`config.mk`:
```
export PLATFORM = sky130hd
export DESIGN_NAME = traffic_intersection
export DESIGN_NICKNAME = d
export VERILOG_FILES = /design/src/rtl/traffic_pkg.sv /design/src/rtl/traffic_phase_timer.sv /design/src/rtl/traffic_intersection.sv
export SDC_FILE = /design/constraint.sdc
export NUM_CORES = 1
export LEC_CHECK = 0
export CORE_MARGIN = 5
export CORE_UTILIZATION = 56
export CTS_BUF_LIST = sky130_fd_sc_hd__clkbuf_4 sky130_fd_sc_hd__clkbuf_8
export DETAILED_ROUTE_END_ITERATION = 8
export PLACE_DENSITY = 0.89
export SYNTH_ARGS = -nofsm -noshare
export SYNTH_HDL_FRONTEND = slang
export SYNTH_SLANG_ARGS = --single-unit
```
`constraint.sdc`:
```
create_clock -name clk -period 3.3 [get_ports clk]
set_input_delay 0.33 -clock clk [delete_from_list [all_inputs] [get_ports clk]]
set_output_delay 0.33 -clock clk [all_outputs]
set_load 0.03 [all_outputs]
```
`src/rtl/traffic_pkg.sv`:
```
// Shared definitions for the traffic intersection controller.
//   state_t    : controller states
//   DEF_*      : default durations and sizes used as parameter defaults
//   next_phase : advance the served approach index modulo the approach count
package traffic_pkg;

    typedef enum logic [1:0] {
        ST_ALLRED,
        ST_GREEN,
        ST_YELLOW,
        ST_FLASH
    } state_t;

    localparam int DEF_N_DIR      = 2;
    localparam int DEF_GREEN      = 7;
    localparam int DEF_YELLOW     = 3;
    localparam int DEF_ALL_RED    = 2;
    localparam int DEF_PED_EXT    = 4;
    localparam int DEF_FLASH_HALF = 2;
    localparam int DEF_CNT_W      = 8;

    function automatic logic [1:0] next_phase(input logic [1:0] phase,
                                              input int unsigned n_dir);
        if (32'(phase) >= n_dir - 1) begin
            return 2'd0;
        end
        return phase + 2'd1;
    endfunction

endpackage

```
`src/rtl/traffic_phase_timer.sv`:
```
// Loadable down-counter used to time each controller state.
//   clk        : clock, rising edge
//   i_rst      : synchronous active-high reset, loads RST_VAL
//   i_load     : load i_load_val this edge (takes priority over counting)
//   i_load_val : value to load
//   o_zero     : counter currently reads zero
// The counter holds at zero rather than wrapping.
module phase_timer #(
    parameter int                CNT_W   = 8,
    parameter logic [CNT_W-1:0]  RST_VAL = '0
) (
    input  logic             clk,
    input  logic             i_rst,
    input  logic             i_load,
    input  logic [CNT_W-1:0] i_load_val,
    output logic             o_zero
);

    logic [CNT_W-1:0] count_q, count_d;

    always_comb begin
        count_d = count_q;
        if (i_load) begin
            count_d = i_load_val;
        end else if (count_q != '0) begin
            count_d = count_q - 1'b1;
        end
    end

    always_ff @(posedge clk) begin
        if (i_rst) begin
            count_q <= RST_VAL;
        end else begin
            count_q <= count_d;
        end
    end

    assign o_zero = (count_q == '0);

endmodule

```
`src/rtl/traffic_intersection.sv`:
```
// Traffic intersection controller: cycles green/yellow/all-red over N_DIR
// approaches, extends green for pending pedestrian requests and supports a
// flashing-yellow maintenance mode entered at the end of all-red.
//   clk, i_rst  : clock and synchronous active-high reset
//   i_ped_req   : per-approach pedestrian request
//   i_flash     : flashing-yellow mode request
//   o_red/o_yellow/o_green/o_walk : registered lamp outputs per approach
//   o_phase     : approach currently served
//   o_ped_pend  : latched pending pedestrian requests
module traffic_intersection
    import traffic_pkg::*;
#(
    parameter int N_DIR      = DEF_N_DIR,
    parameter int GREEN      = DEF_GREEN,
    parameter int YELLOW     = DEF_YELLOW,
    parameter int ALL_RED    = DEF_ALL_RED,
    parameter int PED_EXT    = DEF_PED_EXT,
    parameter int FLASH_HALF = DEF_FLASH_HALF,
    parameter int CNT_W      = DEF_CNT_W
) (
    input  logic             clk,
    input  logic             i_rst,
    input  logic [N_DIR-1:0] i_ped_req,
    input  logic             i_flash,
    output logic [N_DIR-1:0] o_red,
    output logic [N_DIR-1:0] o_yellow,
    output logic [N_DIR-1:0] o_green,
    output logic [N_DIR-1:0] o_walk,
    output logic [1:0]       o_phase,
    output logic [N_DIR-1:0] o_ped_pend
);

    if (N_DIR < 2 || N_DIR > 4 ||
        GREEN < 1 || GREEN + PED_EXT >= 2**CNT_W || PED_EXT < 0 ||
        YELLOW < 1 || YELLOW >= 2**CNT_W ||
        ALL_RED < 1 || ALL_RED >= 2**CNT_W ||
        FLASH_HALF < 1 || FLASH_HALF >= 2**CNT_W) begin : g_param_err
        $error("traffic_intersection: parameter out of range");
    end

    localparam logic [CNT_W-1:0] LD_GREEN     = CNT_W'(GREEN - 1);
    localparam logic [CNT_W-1:0] LD_GREEN_PED = CNT_W'(GREEN + PED_EXT - 1);
    localparam logic [CNT_W-1:0] LD_YELLOW    = CNT_W'(YELLOW - 1);
    localparam logic [CNT_W-1:0] LD_ALL_RED   = CNT_W'(ALL_RED - 1);
    localparam logic [CNT_W-1:0] LD_FLASH     = CNT_W'(FLASH_HALF - 1);
    localparam logic [N_DIR-1:0] ONE          = N_DIR'(1);

    state_t           state_q, state_d;
    logic [1:0]       phase_q, phase_d;
    logic [N_DIR-1:0] pend_q, pend_d;
    logic             flash_on_q, flash_on_d;
    logic             ped_green_q, ped_green_d;
    logic [N_DIR-1:0] red_q, red_d, yellow_q, yellow_d;
    logic [N_DIR-1:0] green_q, green_d, walk_q, walk_d;
    logic [N_DIR-1:0] sel_q, sel_d;
    logic             tmr_load, tmr_zero;
    logic [CNT_W-1:0] tmr_val;

    phase_timer #(
        .CNT_W   (CNT_W),
        .RST_VAL (LD_ALL_RED)
    ) u_timer (
        .clk        (clk),
        .i_rst      (i_rst),
        .i_load     (tmr_load),
        .i_load_val (tmr_val),
        .o_zero     (tmr_zero)
    );

    assign sel_q = ONE << phase_q;
    assign sel_d = ONE << phase_d;

    always_comb begin
        state_d     = state_q;
        phase_d     = phase_q;
        flash_on_d  = flash_on_q;
        ped_green_d = ped_green_q;
        pend_d      = pend_q | i_ped_req;
        tmr_load    = 1'b0;
        tmr_val     = '0;
        unique case (state_q)
            ST_ALLRED: begin
                if (tmr_zero) begin
                    tmr_load = 1'b1;
                    if (i_flash) begin
                        state_d    = ST_FLASH;
                        tmr_val    = LD_FLASH;
                        flash_on_d = 1'b1;
                    end else begin
                        // A request sampled on the entry edge is served too.
                        state_d     = ST_GREEN;
                        ped_green_d = |(pend_d & sel_q);
                        pend_d      = pend_d & ~sel_q;
                        tmr_val     = ped_green_d ? LD_GREEN_PED : LD_GREEN;
                    end
                end
            end
            ST_GREEN: begin
                if (tmr_zero) begin
                    state_d     = ST_YELLOW;
                    tmr_load    = 1'b1;
                    tmr_val     = LD_YELLOW;
                    ped_green_d = 1'b0;
                end
            end
            ST_YELLOW: begin
                if (tmr_zero) begin
                    state_d  = ST_ALLRED;
                    tmr_load = 1'b1;
                    tmr_val  = LD_ALL_RED;
                    phase_d  = next_phase(phase_q, unsigned'(N_DIR));
                end
            end
            ST_FLASH: begin
                if (!i_flash) begin
                    state_d    = ST_ALLRED;
                    phase_d    = 2'd0;
                    tmr_load   = 1'b1;
                    tmr_val    = LD_ALL_RED;
                    flash_on_d = 1'b0;
                end else if (tmr_zero) begin
                    flash_on_d = ~flash_on_q;
                    tmr_load   = 1'b1;
                    tmr_val    = LD_FLASH;
                end
            end
            default: state_d = ST_ALLRED;
        endcase
    end

    // Lamps decode from next-state values so they change on the same edge
    // as the state and can be held in flops.
    always_comb begin
        red_d    = '0;
        yellow_d = '0;
        green_d  = '0;
        walk_d   = '0;
        case (state_d)
            ST_ALLRED: red_d = '1;
            ST_GREEN: begin
                red_d   = ~sel_d;
                green_d = sel_d;
                if (ped_green_d) begin
                    walk_d = sel_d;
                end
            end
            ST_YELLOW: begin
                red_d    = ~sel_d;
                yellow_d = sel_d;
            end
            ST_FLASH: yellow_d = {N_DIR{flash_on_d}};
            default: red_d = '1;
        endcase
    end

    always_ff @(posedge clk) begin
        if (i_rst) begin
            state_q     <= ST_ALLRED;
            phase_q     <= 2'd0;
            pend_q      <= '0;
            flash_on_q  <= 1'b0;
            ped_green_q <= 1'b0;
            red_q       <= '1;
            yellow_q    <= '0;
            green_q     <= '0;
            walk_q      <= '0;
        end else begin
            state_q     <= state_d;
            phase_q     <= phase_d;
            pend_q      <= pend_d;
            flash_on_q  <= flash_on_d;
            ped_green_q <= ped_green_d;
            red_q       <= red_d;
            yellow_q    <= yellow_d;
            green_q     <= green_d;
            walk_q      <= walk_d;
        end
    end

    assign o_red      = red_q;
    assign o_yellow   = yellow_q;
    assign o_green    = green_q;
    assign o_walk     = walk_q;
    assign o_phase    = phase_q;
    assign o_ped_pend = pend_q;

endmodule

```
==> impl_metrics.json, run 1 <==
{
  "status": "finished, final reports clean",
  "ys_ff_latch": 24,
  "ioPinCount": 17,
  "yosys.area_share.simple_pct": 23.72,
  "seqPwrFrac_pct": 33.2,
  "ctsLongestPathBuffers": 2,
  "htree_levels": 1,
  "cts_tree": "done",
  "first_iter_violations": 28,
  "synth_xor_area_share_pct": 3.970,
  "tns_ns": 0,
  "cpMaxStageDelayCell": "or3b_2",
  "placed_area_um2": 1485,
  "synth_area_um2": 1324,
  "dr.pass1.iters": 4,
  "core_um2": 2233,
  "die_y_um": 58.62,
  "initial_core_util_pct": 59.27,
  "synth_edf_count": 0,
  "fmaxAchievable_mhz": 351.4,
  "register_area_um2": 480.5,
  "synth_commonest_cells": "dfxtp_1, nor2_1, a21oi_1",
  "die_w_um": 58.62,
  "hold_viol": 0,
  "syn_nets": 168,
  "yosysSeqAreaShare_pct": 36.29,
  "comb_power_share_pct": 50.2,
  "cts_sinks": 24,
  "area_delta_synth_final_pct": 16.16,
  "grt_first_pass_wirelength_mm": 4.650,
  "top_layer": "met4",
  "critical_path_arrival_ns": 3.04,
  "fin_nets": 185,
  "synth_area_leaders": "dfxtp_1, ha_1, nor2_1, a21oi_1, inv_1",
  "muxShareOfSynthArea_pct": 0,
  "required_ns": 3.49,
  "synth_top_area_cell": "dfxtp_1",
  "cts_root_buf": "clkbuf_4",
  "met1_length_mm": 1.198,
  "place.gp.congestion": 0.9058,
  "hpwl_mm": 2.129,
  "post-place-ws_ns": 0.4896,
  "nFillCells": 186,
  "maxCapViolations": 0,
  "core.rowCount": 17,
  "yosysWarnings": 0,
  "clk_pin_slew_ns": 0.14,
  "clock_skew_ns": 0.008004,
  "async_reset_ff_share_pct": 0,
  "worstSkewPairLatency_ns": 0.32,
  "io_buffers": 16,
  "drv_slew": 0,
  "synth_top_family_by_area": "simple AND/OR/NAND/NOR gates",
  "drive_above_1_share_pct": 8.383,
  "synth_adder_area_share_pct": 11.34,
  "die_area_um2": 3436,
  "routed_via_density": 5.815,
  "p_leak_uw": 0.0005880,
  "ant_nets": 0,
  "synthesis.instances": 151,
  "rsz0062_at_grt": "no",
  "drc": 0,
  "grt_max_degree": 19,
  "post-route-util_pct": 68.85,
  "max_stage_delay_ns": 0.54,
  "grt_usage_pct": 17.24,
  "post_cts_buffers": 0,
  "path_max_fanout": 11,
  "min_period_ns": 2.846,
  "cts_resized": 0,
  "netSwitchingFraction_pct": 41.23,
  "antenna_found_initial": 0,
  "overflow": 0,
  "peakVddDrop_mv": 0.5239,
  "fin_area_um2": 1538,
  "n_antenna_cell": 0,
  "synth_top_area_share_pct": 36.29,
  "worstSetupPathType": "register to register",
  "synthFlopType": "dfxtp_1",
  "pwr-share-clk_pct": 16.5,
  "end_kind": "register",
  "met3RoutedLength_um": 71,
  "wl_per_cell_um": 14.16,
  "ys_types": 36,
  "numCtsBuffers": 3,
  "met2_length_mm": 1.386,
  "fin_crit_sh_pct": 86.24,
  "vias": 1134,
  "cts_hold_buf": 0,
  "power.density_nw_per_um2": 848.7,
  "yosysMostFrequentCell": "dfxtp_1",
  "grt_pass1_vias": 1051,
  "p_sw_uw": 538.2,
  "hp-class": "register to register",
  "tightest_slew_ns": 0.8062,
  "fin_ws_ns": 0.4541,
  "p_int_uw": 767.0,
  "synth_compound_area_share_pct": 19.00,
  "slew_headroom_pct": 46.25,
  "drt_wl_total_mm": 2.761,
  "cp_cell_sequence": "inv_1 -> ha_1 -> or3b_2 -> nor2_4 -> o21ai_0 -> a21oi_1 -> inv_1 -> ha_1 -> and2_1 -> a2bb2oi_1 -> a21oi_1",
  "syn_area_per_cell_um2": 8.767,
  "multi_input_area_um2": 768.2,
  "start_kind": "register",
  "setup_viol": 0
}
critical path, delay by kind of cell, from the launching register on:
family | cells | cell delay (ns)
buffers and inverters | 2 | 0.20
AO/OA/AOI/OAI | 4 | 0.71
adder cells (fa/ha/maj) | 2 | 0.49
flip-flops | 1 | 0.35
AND/OR/NAND/NOR | 3 | 0.98
routing by layer:
metal / up-vias / global-route usage [%]
met5: - / 0
met4: 0 / 6.796
met3: 11 / 2.851
met2: 26 / 30.62
met1: 538 / 20.56
li1: 559 / -
registers in the layout, summed over array words and instances, names as in the netlist:
signal	count
o_phase	2
ped_green_q	1
o_walk	2
o_red	2
o_yellow	2
flash_on_q	1
o_green	2
u_timer.count_q	8
state_q	2
o_ped_pend	2
cells by family (layout without fill, tap and decap cells):
logic type               count (synthesis)  after routing
AO/OA/AOI/OAI                           38             38
XOR/XNOR                                 6              6
adder cells (fa/ha/maj)                 12             12
buffers and inverters                   15             31
flip-flops                              24             24
AND/OR/NAND/NOR                         56             56
per-stage QoR:
stage / power [µW] / std cells / hold WS (ns)
final: 1305 / 195 / 0.5063
after global routing: 1414 / 195 / 0.5225
after CTS: 1306 / 195 / 0.5081
after detailed placement: 1091 / 191 / 0.4877
after global placement: 1059 / 191 / 0.4568
after floorplan: 960.6 / 151 / 0.4405
path summary, 6_finish.rpt:
path | slack (ns) | cells past startpoint | from | endpoint
worst min-delay path | 0.51 | 2 | ped_green_q | ped_green_q
worst min register to register | 0.51 | 2 | ped_green_q | ped_green_q
worst max register to register | 0.45 | 11 | u_timer.count_q[0] | o_yellow[1]
worst max-delay path | 0.45 | 11 | u_timer.count_q[0] | o_yellow[1]
power by group through the flow:
stage	clock (µW)	combinational, µW	sequential [µW]
after floorplan	0	501	460
after global placement	0	625	434
after detailed placement	0	650	441
after CTS	217	655	434
after global routing	239	731	444
final	216	656	434
cells in the final DEF, fill, tap and decap left out:
cell,instances
a221o_2,2
or4_4,1
o21ai_0,6
nor2b_1,4
nor4_4,1
ha_1,12
nand2_1,9
xnor2_1,4
nand3_1,3
o21a_1,1
a21boi_0,1
clkdlybuf4s50_1,16
o21bai_1,4
nor2_1,19
clkbuf_4,3
a211o_1,1
dfxtp_1,24
xor2_1,2
inv_1,11
nor2_4,1
or3_2,3
a2111o_1,1
nor3b_1,2
o31ai_1,2
nor4_1,1
bufinv_16,1
a2bb2oi_1,1
a221oi_1,2
o211ai_1,2
a21oi_1,13
nand3_4,1
a31oi_1,2
or3b_2,1
or3_1,1
nor3_1,6
and2_1,3
area by class of cell:
| type | count | area share (%) |
|---|---|---|
| clock buffer | 3 | 1.465 |
| clock inverter | 1 | 1.953 |
| inverter | 11 | 2.685 |
| multi-input combinational | 112 | 49.96 |
| sequential | 24 | 31.25 |
| tap | 28 | 2.278 |
| timing repair buffer | 16 | 10.42 |
(Power assumes the default switching activity.)
==> inputs of run 2 (changes only) <==
--- a/config.mk
+++ b/config.mk
@@ -5,11 +5,12 @@
 export SDC_FILE = /design/constraint.sdc
 export NUM_CORES = 1
 export LEC_CHECK = 0
+export CORE_ASPECT_RATIO = 2
 export CORE_MARGIN = 5
-export CORE_UTILIZATION = 56
+export CORE_UTILIZATION = 45
 export CTS_BUF_LIST = sky130_fd_sc_hd__clkbuf_4 sky130_fd_sc_hd__clkbuf_8
 export DETAILED_ROUTE_END_ITERATION = 8
-export PLACE_DENSITY = 0.89
+export PLACE_DENSITY = 0.75
 export SYNTH_ARGS = -nofsm -noshare
 export SYNTH_HDL_FRONTEND = slang
 export SYNTH_SLANG_ARGS = --single-unit
==> run 2 against run 1 <==
- clock skew down 0.0049 ns
- flip-flop and latch count unchanged
- non-clock buffer count unchanged
- via count down 2.3%
- critical path type unchanged
- register-to-register slack worse by 0.05 ns
- count of clock-buffer cells in the layout unchanged
- routed wire length up 9.9%
==> impl_metrics.json, run 2 (same netlist as run 1, synthesis figures left out) <==
{
  "status": "finished, final reports clean",
  "min_period_ns": 2.897,
  "tns_ns": 0,
  "final_cell_count_no_fill": 197,
  "wl_per_cell_um": 15.41,
  "maxCapViolations": 0,
  "fmaxAchievable_mhz": 345.2,
  "regMostFlops": "u_timer.count_q",
  "drive_above_1_share_pct": 8.383,
  "htree_levels": 1,
  "initial_core_util_pct": 45.52,
  "overflow": 0,
  "hp-class": "register to register",
  "critical_path_arrival_ns": 3.03,
  "ioPinCount": 17,
  "rsz0062_at_grt": "no",
  "die_y_um": 86.70,
  "crit_path_end": "o_yellow[1]",
  "crit_start": "u_timer.count_q[0]",
  "core_um2": 2908,
  "setup_viol": 0,
  "power.density_nw_per_um2": 871.5,
  "cp_cell_sequence": "inv_1 -> ha_1 -> or3b_2 -> nor2_4 -> o21ai_0 -> a21oi_1 -> inv_1 -> ha_1 -> and2_1 -> a2bb2oi_1 -> a21oi_1",
  "cts_tree": "done",
  "slew_headroom_pct": 52.16,
  "path_max_fanout": 11,
  "worstSetupPathType": "register to register",
  "cts_hold_buf": 0,
  "required_ns": 3.43,
  "worstSkewPairLatency_ns": 0.27,
  "post-route-util_pct": 53.61,
  "end_kind": "register",
  "grt_max_degree": 19,
  "ant_nets": 0,
  "reg2reg_to": "o_yellow[1]",
  "numCtsBuffers": 3,
  "dr.pass1.iters": 4,
  "routed_via_density": 5.624,
  "worst-r2r-cell-count": 11,
  "drv_slew": 0,
  "nFillCells": 276,
  "drc": 0,
  "place.gp.congestion": 0.9028,
  "layout_commonest_cell": "dfxtp_1",
  "tightest_slew_ns": 0.7177,
  "register_area_um2": 480.5,
  "layout_common_cells": "dfxtp_1, nor2_1, clkdlybuf4s50_1",
  "n_antenna_cell": 0,
  "post_cts_buffers": 0,
  "hpwl_mm": 2.379,
  "drt_wl_total_mm": 3.035,
  "fin_crit_sh_pct": 87.77,
  "placed_area_um2": 1488,
  "place_inst": 193,
  "die_w_um": 48.35,
  "first_iter_violations": 19,
  "max_stage_delay_ns": 0.53,
  "grt_pass1_vias": 1187,
  "path_buf_inv": 2,
  "cpMaxStageDelayCell": "or3b_2",
  "peakVddDrop_mv": 0.5548,
  "hold-worst-slack_ns": 0.4800,
  "hold_viol": 0,
  "die_area_um2": 4192,
  "cts_root_buf": "clkbuf_8",
  "cts_resized": 0,
  "antenna_found_initial": 0,
  "grt_usage_pct": 15.64,
  "largest_register_ff_count": 8,
  "area_delta_synth_final_pct": 17.77,
  "rrSetupSlack_ns": 0.40,
  "cts_sinks": 24,
  "clock_skew_ns": 0.003099,
  "cp_top_family": "simple AND/OR/NAND/NOR gates",
  "p_leak_uw": 0.0005958,
  "start_kind": "register",
  "fin_area_um2": 1559,
  "core.rowCount": 28,
  "fin_nets": 185,
  "clk_pin_slew_ns": 0.08,
  "io_buffers": 16,
  "ctsLongestPathBuffers": 2,
  "multi_input_area_um2": 768.2,
  "grt_first_pass_wirelength_mm": 5.237,
  "vias": 1108,
  "r2r_start": "u_timer.count_q[0]",
  "path_depth": 11
}
run 2: where the power goes:
group / internal (µW) / leakage [µW] / total [µW] / switching (µW)
Sequential: 362 / 0.000196 / 434 / 72.2
Clock: 162 / 0.0000357 / 260 / 97.2
Combinational: 284 / 0.000364 / 665 / 381
run 2: worst min path at each step:
stage / from / endpoint / slack (ns) / cells after the start
after floorplan: ped_green_q / ped_green_q / 0.44 / 2
after global placement: ped_green_q / ped_green_q / 0.45 / 2
after detailed placement: ped_green_q / ped_green_q / 0.47 / 2
after CTS: ped_green_q / ped_green_q / 0.48 / 2
after global routing: ped_green_q / ped_green_q / 0.50 / 2
final: ped_green_q / ped_green_q / 0.48 / 2
run 2: cell type report:
type                    instances  share of cell area (%)
multi-input cells             112                   49.28
flip-flops and latches         24                   30.82
repair buffers                 16                   10.27
clock buffers                   3                   2.648
inverters                      11                   2.648
well taps                      30                   2.408
clock inverters                 1                   1.926
run 2: metal layers:
metal	vias up	wire [µm]	GRT usage [%]
li1	558	-	-
met3	13	94	2.754
met1	510	1039	14.19
met4	0	130	9.320
met5	-	0	0
met2	27	1770	30.60
run 2: worst min-delay path, stage by stage (launching register included):
cell	delay, ns
dfxtp_1	0.31
nand2_1	0.07
a21oi_1	0.06
run 2: per-stage QoR:
step	total power, µW	setup slack, ns
final	1359	0.4035
after global routing	1461	0.1979
after CTS	1366	0.3972
after detailed placement	1103	0.4338
after global placement	1081	0.6554
after floorplan	960.6	0.8276
